[src/rtl/sc_pkg.sv]
// sc_pkg: shared types and constants for the stochastic decode path
package sc_pkg;
  typedef enum logic [1:0] {SC_IDLE, SC_RUN, SC_HOLD} sc_state_t;
  localparam int SC_WIDTH = 16;
  function automatic logic [4:0] sc_clamp(input logic [4:0] len, input int max_log);
    return len == 5'd0 ? 5'd1 : int'(len) > max_log ? 5'(max_log) : len;
  endfunction
endpackage

[src/rtl/sc_stream_decoder_if.sv]
// sc_stream_decoder_if: start/done request side plus valid/ready result side
interface sc_stream_decoder_if import sc_pkg::*; #(parameter int WIDTH = SC_WIDTH);
  logic start;
  logic [4:0] len_log2;
  logic bit_valid;
  logic bit1;
  logic bit2;
  logic busy;
  logic out_valid;
  logic out_ready;
  logic [WIDTH-1:0] val1;
  logic [WIDTH-1:0] val2;
  modport master(output start, len_log2, bit_valid, bit1, bit2, out_ready, input busy, out_valid, val1, val2);
  modport slave(input start, len_log2, bit_valid, bit1, bit2, out_ready, output busy, out_valid, val1, val2);
endinterface

[src/rtl/sc_ones_counter.sv]
// sc_ones_counter: per-channel ones counter with saturating scale of the post-update count
module sc_ones_counter import sc_pkg::*; #(
  parameter int WIDTH   = SC_WIDTH,
  parameter int MAX_LOG = 16
) (
  input  logic             clk,
  input  logic             reset,
  input  logic             clear,
  input  logic             en,
  input  logic             bit_in,
  input  logic [4:0]       l,
  output logic [WIDTH-1:0] scaled
);
  logic [MAX_LOG:0] count, nxt;
  // scaled reflects the count including this cycle's sample, so the final sample lands in the result
  always_comb begin
    nxt = clear ? '0 : count + (MAX_LOG+1)'(en && bit_in);
    scaled = nxt == ((MAX_LOG+1)'(1) << l) ? '1 : WIDTH'(nxt) << (WIDTH - int'(l));
  end
  always_ff @(posedge clk)
    if (reset) count <= '0;
    else count <= nxt;
endmodule

[src/rtl/sc_stream_decoder.sv]
// sc_stream_decoder: counts ones on two stochastic streams over 2^L samples and returns scaled estimates
module sc_stream_decoder import sc_pkg::*; #(
  parameter int WIDTH   = SC_WIDTH,
  parameter int MAX_LOG = 16
) (
  input logic clk,
  input logic reset,
  sc_stream_decoder_if.slave bus
);
  sc_state_t state, nxt;
  logic [4:0] l_q;
  logic [MAX_LOG:0] samples;
  logic clear, en, last;
  logic [WIDTH-1:0] s1, s2, v1, v2;
  always_comb begin
    last = samples + 1'b1 == ((MAX_LOG+1)'(1) << l_q);
    clear = state == SC_IDLE && bus.start;
    en = state == SC_RUN && bus.bit_valid;
    nxt = state == SC_IDLE ? (bus.start ? SC_RUN : SC_IDLE) :
          state == SC_RUN  ? (en && last ? SC_HOLD : SC_RUN) :
                             (bus.out_ready ? SC_IDLE : SC_HOLD);
  end
  always_ff @(posedge clk)
    if (reset) begin
      state <= SC_IDLE;
      l_q <= 5'd1;
      samples <= '0;
      v1 <= '0;
      v2 <= '0;
    end else begin
      state <= nxt;
      if (clear) begin
        samples <= '0;
        l_q <= sc_clamp(bus.len_log2, MAX_LOG);
      end else if (en) samples <= samples + 1'b1;
      if (en && last) begin
        v1 <= s1;
        v2 <= s2;
      end
    end
  sc_ones_counter #(.WIDTH(WIDTH), .MAX_LOG(MAX_LOG)) u_ch1 (
    .clk(clk), .reset(reset), .clear(clear), .en(en), .bit_in(bus.bit1), .l(l_q), .scaled(s1));
  sc_ones_counter #(.WIDTH(WIDTH), .MAX_LOG(MAX_LOG)) u_ch2 (
    .clk(clk), .reset(reset), .clear(clear), .en(en), .bit_in(bus.bit2), .l(l_q), .scaled(s2));
  assign bus.busy = state != SC_IDLE;
  assign bus.out_valid = state == SC_HOLD;
  assign bus.val1 = v1;
  assign bus.val2 = v2;
endmodule
[src/flat_wrapper.sv]
// flat-port wrapper written by rule: the top's interface ports become plain ports
module sc_stream_decoder_flat import sc_pkg::*;
#(
  parameter int WIDTH   = SC_WIDTH,
  parameter int MAX_LOG = 16
)
  (clk, reset, bus_start, bus_len_log2, bus_bit_valid, bus_bit1, bus_bit2, bus_out_ready, bus_busy, bus_out_valid, bus_val1, bus_val2);
  sc_stream_decoder_if #(.WIDTH(WIDTH)) bus_i ();
  input logic clk;
  input logic reset;
  input wire logic [$bits(bus_i.start)-1:0] bus_start;
  input wire logic [$bits(bus_i.len_log2)-1:0] bus_len_log2;
  input wire logic [$bits(bus_i.bit_valid)-1:0] bus_bit_valid;
  input wire logic [$bits(bus_i.bit1)-1:0] bus_bit1;
  input wire logic [$bits(bus_i.bit2)-1:0] bus_bit2;
  input wire logic [$bits(bus_i.out_ready)-1:0] bus_out_ready;
  output wire logic [$bits(bus_i.busy)-1:0] bus_busy;
  output wire logic [$bits(bus_i.out_valid)-1:0] bus_out_valid;
  output wire logic [$bits(bus_i.val1)-1:0] bus_val1;
  output wire logic [$bits(bus_i.val2)-1:0] bus_val2;
  assign bus_i.start = bus_start;
  assign bus_i.len_log2 = bus_len_log2;
  assign bus_i.bit_valid = bus_bit_valid;
  assign bus_i.bit1 = bus_bit1;
  assign bus_i.bit2 = bus_bit2;
  assign bus_i.out_ready = bus_out_ready;
  assign bus_busy = bus_i.busy;
  assign bus_out_valid = bus_i.out_valid;
  assign bus_val1 = bus_i.val1;
  assign bus_val2 = bus_i.val2;
  sc_stream_decoder #(.WIDTH(WIDTH), .MAX_LOG(MAX_LOG)) u_core (.clk(clk), .reset(reset), .bus(bus_i));
endmodule
[config.mk]
export PLATFORM = sky130hd
export DESIGN_NAME = sc_stream_decoder_flat
export DESIGN_NICKNAME = d
export VERILOG_FILES = /design/src/rtl/sc_pkg.sv /design/src/rtl/sc_stream_decoder_if.sv /design/src/rtl/sc_ones_counter.sv /design/src/rtl/sc_stream_decoder.sv /design/src/flat_wrapper.sv
export SDC_FILE = /design/constraint.sdc
export NUM_CORES = 1
export LEC_CHECK = 0
export ABC_AREA = 1
export ABC_CLOCK_PERIOD_IN_PS = 8750
export CORE_MARGIN = 5
export CORE_UTILIZATION = 54
export CTS_CLUSTER_DIAMETER = 40
export CTS_CLUSTER_SIZE = 20
export DETAILED_ROUTE_END_ITERATION = 8
export PLACE_DENSITY = 0.85
export REMOVE_ABC_BUFFERS = 1
export SLEW_MARGIN = 20
export SYNTH_ARGS = -nofsm -noshare
export SYNTH_HDL_FRONTEND = slang
export SYNTH_SLANG_ARGS = --single-unit
export TNS_END_PERCENT = 5
[constraint.sdc]
create_clock -name clk -period 8.75 [get_ports clk]
set_input_delay 1.3125 -clock clk [delete_from_list [all_inputs] [get_ports clk]]
set_output_delay 1.3125 -clock clk [all_outputs]
set_load 0.005 [all_outputs]
==> flow_metrics.py <==
metrics = {
    "clocking": {
        "postCtsResizedCells": 0,
        "clock_latency_ns": 0.36,
        "htree_levels": 3,
        "cts_tree": "done",
        "clockBufferDepth": 2,
        "cts_buffers": 9,
        "clockRootBuffer": "clkbuf_16",
        "cts_setup_buffers": 0,
        "clkTransAtPathRegs_ns": 0.07,
        "hold_buffers": 0,
        "cts_sinks": 90,
    },
    "global_routing": {
        "grt_pass1_wl_um": 38790,
        "grt_pass1_vias": 7708,
        "grt_max_degree": 62,
        "overflow": 0,
        "track_usage_pct": 30.16,
        "antenna_found_initial": 0,
    },
    "setup_path": {
        "crit_slowest_cell": "clkinv_1",
        "cp_max_fo": 28,
        "crit_family": "simple AND/OR/NAND/NOR gates",
        "path_class": "in -> reg",
        "reg2reg_from": "u_core.state[1]",
        "timing.rr.end": "u_core.bus.val1[1]",
        "end_kind": "flop",
        "crit_buf_inv": 3,
        "crit_arrival_ns": 5.72,
        "required_ns": 9.03,
        "crit_start": "bus_bit_valid",
        "path_cells": "clkdlybuf4s50_1 > inv_1 > nor2_1 > clkinv_1 > nor2_1 > ha_1 > ha_1 > nand2_1 > nor2_1 > nand2_1 > o21bai_2 > nand3_2 > nand2_1 > nand2_1 > nor2_1 > nand2_1 > nor2_1 > nand2_1 > nand2_2 > nor2_1 > nor2_1",
        "cp_common_cell": "nor2_1",
        "r2r_slack_ns": 4.28,
        "critPathMaxStageDelay_ns": 0.84,
        "reg2reg_depth": 21,
        "critPathCapture": "u_core.bus.val1[1]",
        "startpoint_type": "input port",
        "cp.depth": 21,
    },
    "detailed_routing": {
        "ant_nets": 0,
        "routed_wl_um": 23580,
        "drc": 1,
        "wl_per_cell_um": 15.80,
        "viasPerCell": 5.730,
        "vias": 8549,
        "drt_iter0_drc": 1054,
        "drt_first_pass_iters": 8,
    },
    "die": {
        "io_pins": 46,
        "core_area_um2": 13140,
        "dieArea_um2": 15720,
        "rows": 42,
        "initial_utilization_pct": 54.73,
        "die_w_um": 125.4,
        "dieHeight_um": 125.4,
    },
    "logic_synthesis": {
        "synthTopCellsByArea": "dfxtp_1, nand2_1, nand3_1, nor2_1, inv_1",
        "ys_warn_count": 0,
        "synth_area_um2": 7191,
        "synth_top_area_share_pct": 25.06,
        "synth_mux_area_share_pct": 0,
        "synth_common_cells": "nand2_1, nor2_1, nand3_1",
        "synth_seq_cells": 90,
        "ys_seq_area_share_pct": 25.06,
        "synth_top_family_by_area": "simple AND/OR/NAND/NOR gates",
        "synth-simple-area-share_pct": 52.24,
        "synth_xor_area_share_pct": 1.218,
        "async_flop_share_pct": 0,
        "synth_area_leader_cell": "dfxtp_1",
        "avgSynthCellArea_um2": 5.557,
        "synthAdderAreaFrac_pct": 2.262,
        "ys_types": 32,
        "synthFlopType": "dfxtp_1",
        "yosysMostFrequentCell": "nand2_1",
        "syn-instance-count": 1294,
        "synth-compound-area-share_pct": 8.857,
        "synth_edf_count": 0,
    },
    "sta": {
        "relSlewSlack_pct": 25.65,
        "fin_crit_ns": 5.437,
        "final_max_slew_viol_count": 0,
        "skew_ns": 0.009498,
        "max_freq_mhz": 183.9,
        "rsz0062_at_grt": "false",
        "hold_slack_ns": 0.5096,
        "hold_violations": 0,
        "tightest_slew_ns": 1.111,
        "setup_viol": 0,
        "setup_ws_ns": 3.313,
        "fin_crit_sh_pct": 62.13,
        "fin_setup_tns_ns": 0,
    },
    "placed_design": {
        "post-place-ws_ns": 2.980,
        "dp.final_hpwl_um": 17650,
        "gp_congestion": 1.013,
        "placement.io_buffers": 45,
    },
    "power": {
        "power.density_nw_per_um2": 138.3,
        "seqPwrFrac_pct": 38.2,
        "vdd_drop_max_mv": 0.09321,
        "switching_share_pct": 32.64,
        "pwr-share-clk_pct": 39.3,
        "p_int_uw": 748.9,
        "p_switching_uw": 362.9,
        "p_comb_share_pct": 22.4,
        "p_leak_nw": 3.809,
        "finalPower_mw": 1.112,
    },
    "hold_path": {
        "hold_path_class": "reg -> reg",
    },
    "flow_run": {
        "max_cap_violations": 0,
    },
    "final_layout": {
        "n_antenna_cell": 0,
        "fin_nets": 1336,
        "drive_gt1_share_pct": 3.343,
        "area_growth_pct": 11.76,
        "final_util_pct": 61.17,
        "fillers": 1330,
    },
    "outcome": {
        "outcome": "finished, violations left",
        "violations": "design-rule violations",
    },
}
[power groups by stage]
| stage | registers (mW) | logic [mW] | clock network (mW) |
|---|---|---|---|
| 4_1_cts | 0.425 | 0.245 | 0.439 |
| 6_report | 0.425 | 0.249 | 0.437 |
| 3_3_place_gp | 0.434 | 0.240 | 0 |
| 2_1_floorplan | 0.434 | 0.164 | 0 |
| 3_5_place_dp | 0.434 | 0.242 | 0 |
| 5_1_grt | 0.426 | 0.279 | 0.455 |
[worst min-delay path by stage]
stage | start | to | slack, ns | depth (start not counted)
floorplan | u_core.samples[1] | u_core.samples[1] | 0.47 | 2
global placement | u_core.bus.val1[4] | u_core.bus.val1[4] | 0.48 | 2
detailed placement | u_core.bus.val1[4] | u_core.bus.val1[4] | 0.49 | 2
CTS | u_core.bus.val1[4] | u_core.bus.val1[4] | 0.51 | 2
global route | u_core.bus.val2[15] | u_core.bus.val2[15] | 0.55 | 4
finish | u_core.bus.val1[4] | u_core.bus.val1[4] | 0.51 | 2
[sequential cells by signal (all words and copies together), names as in the netlist]
| name | count |
|---|---|
| u_core.u_ch1.count | 17 |
| u_core.u_ch2.count | 17 |
| u_core.state | 2 |
| u_core.samples | 17 |
| u_core.bus.val1 | 16 |
| u_core.l_q | 5 |
| u_core.bus.val2 | 16 |
[cell usage in the layout, fill, tap and decap left out, drive strengths merged, types with 2 or more instances in the layout]
cell           count
a21oi             37
clkdlybuf4s50     45
inv              136
xor2               9
nand3            181
clkinv             6
ha                13
o21ai             58
nand2            399
dfxtp             90
bufinv             2
o21bai             9
nand4             64
nor2             222
a31oi              6
clkbuf            10
nor3               6
o211ai             6
nand3b             4
buf                9
[worst reg2reg max path, cell delays in order (launching register included)]
cell      delay (ns)
dfxtp_1         0.31
inv_1           0.06
nand2_1         0.09
nor2_1          0.56
clkinv_1        0.84
nor2_1          0.36
ha_1            0.22
ha_1            0.18
nand2_1         0.08
nor2_1          0.28
nand2_1         0.18
o21bai_2        0.24
nand3_2         0.12
nand2_1         0.08
nand2_1         0.05
nor2_1          0.09
nand2_1         0.06
nor2_1          0.10
nand2_1         0.07
nand2_2         0.23
nor2_1          0.07
nor2_1          0.11
[logic make-up after synthesis]
| family | after synthesis |
|---|---|
| compound gates | 117 |
| simple gates | 877 |
| flops | 90 |
| xor+xnor | 10 |
| buf+inv | 187 |
| fa+ha+maj | 13 |
[per-stage QoR]
step	instance area [µm²]	cells
3_3_place_gp	7707	1476
4_1_cts	8036	1492
5_1_grt	8036	1492
3_5_place_dp	7707	1476
2_1_floorplan	6967	1246
6_report	8036	1492
[layout make-up]
| cell class | instances | area, µm² | share of cell area, % |
|---|---|---|---|
| clock inverter | 6 | 90.09 | 1.121 |
| tap | 176 | 220.2 | 2.740 |
| sequential | 90 | 1802 | 22.42 |
| multi-input combinational | 1017 | 4646 | 57.81 |
| clock buffer | 10 | 239.0 | 2.974 |
| inverter | 139 | 521.8 | 6.492 |
| timing repair buffer | 54 | 518.0 | 6.446 |
[per-layer routing]
layer	GRT usage, %	up-vias	wire [µm]
li1	-	4234	-
met1	40.17	3811	9854
met2	47.71	443	10530
met3	5.075	61	2275
met4	14.22	0	917
met5	0	-	0
Note: power is estimated with default switching activity, not from simulation.
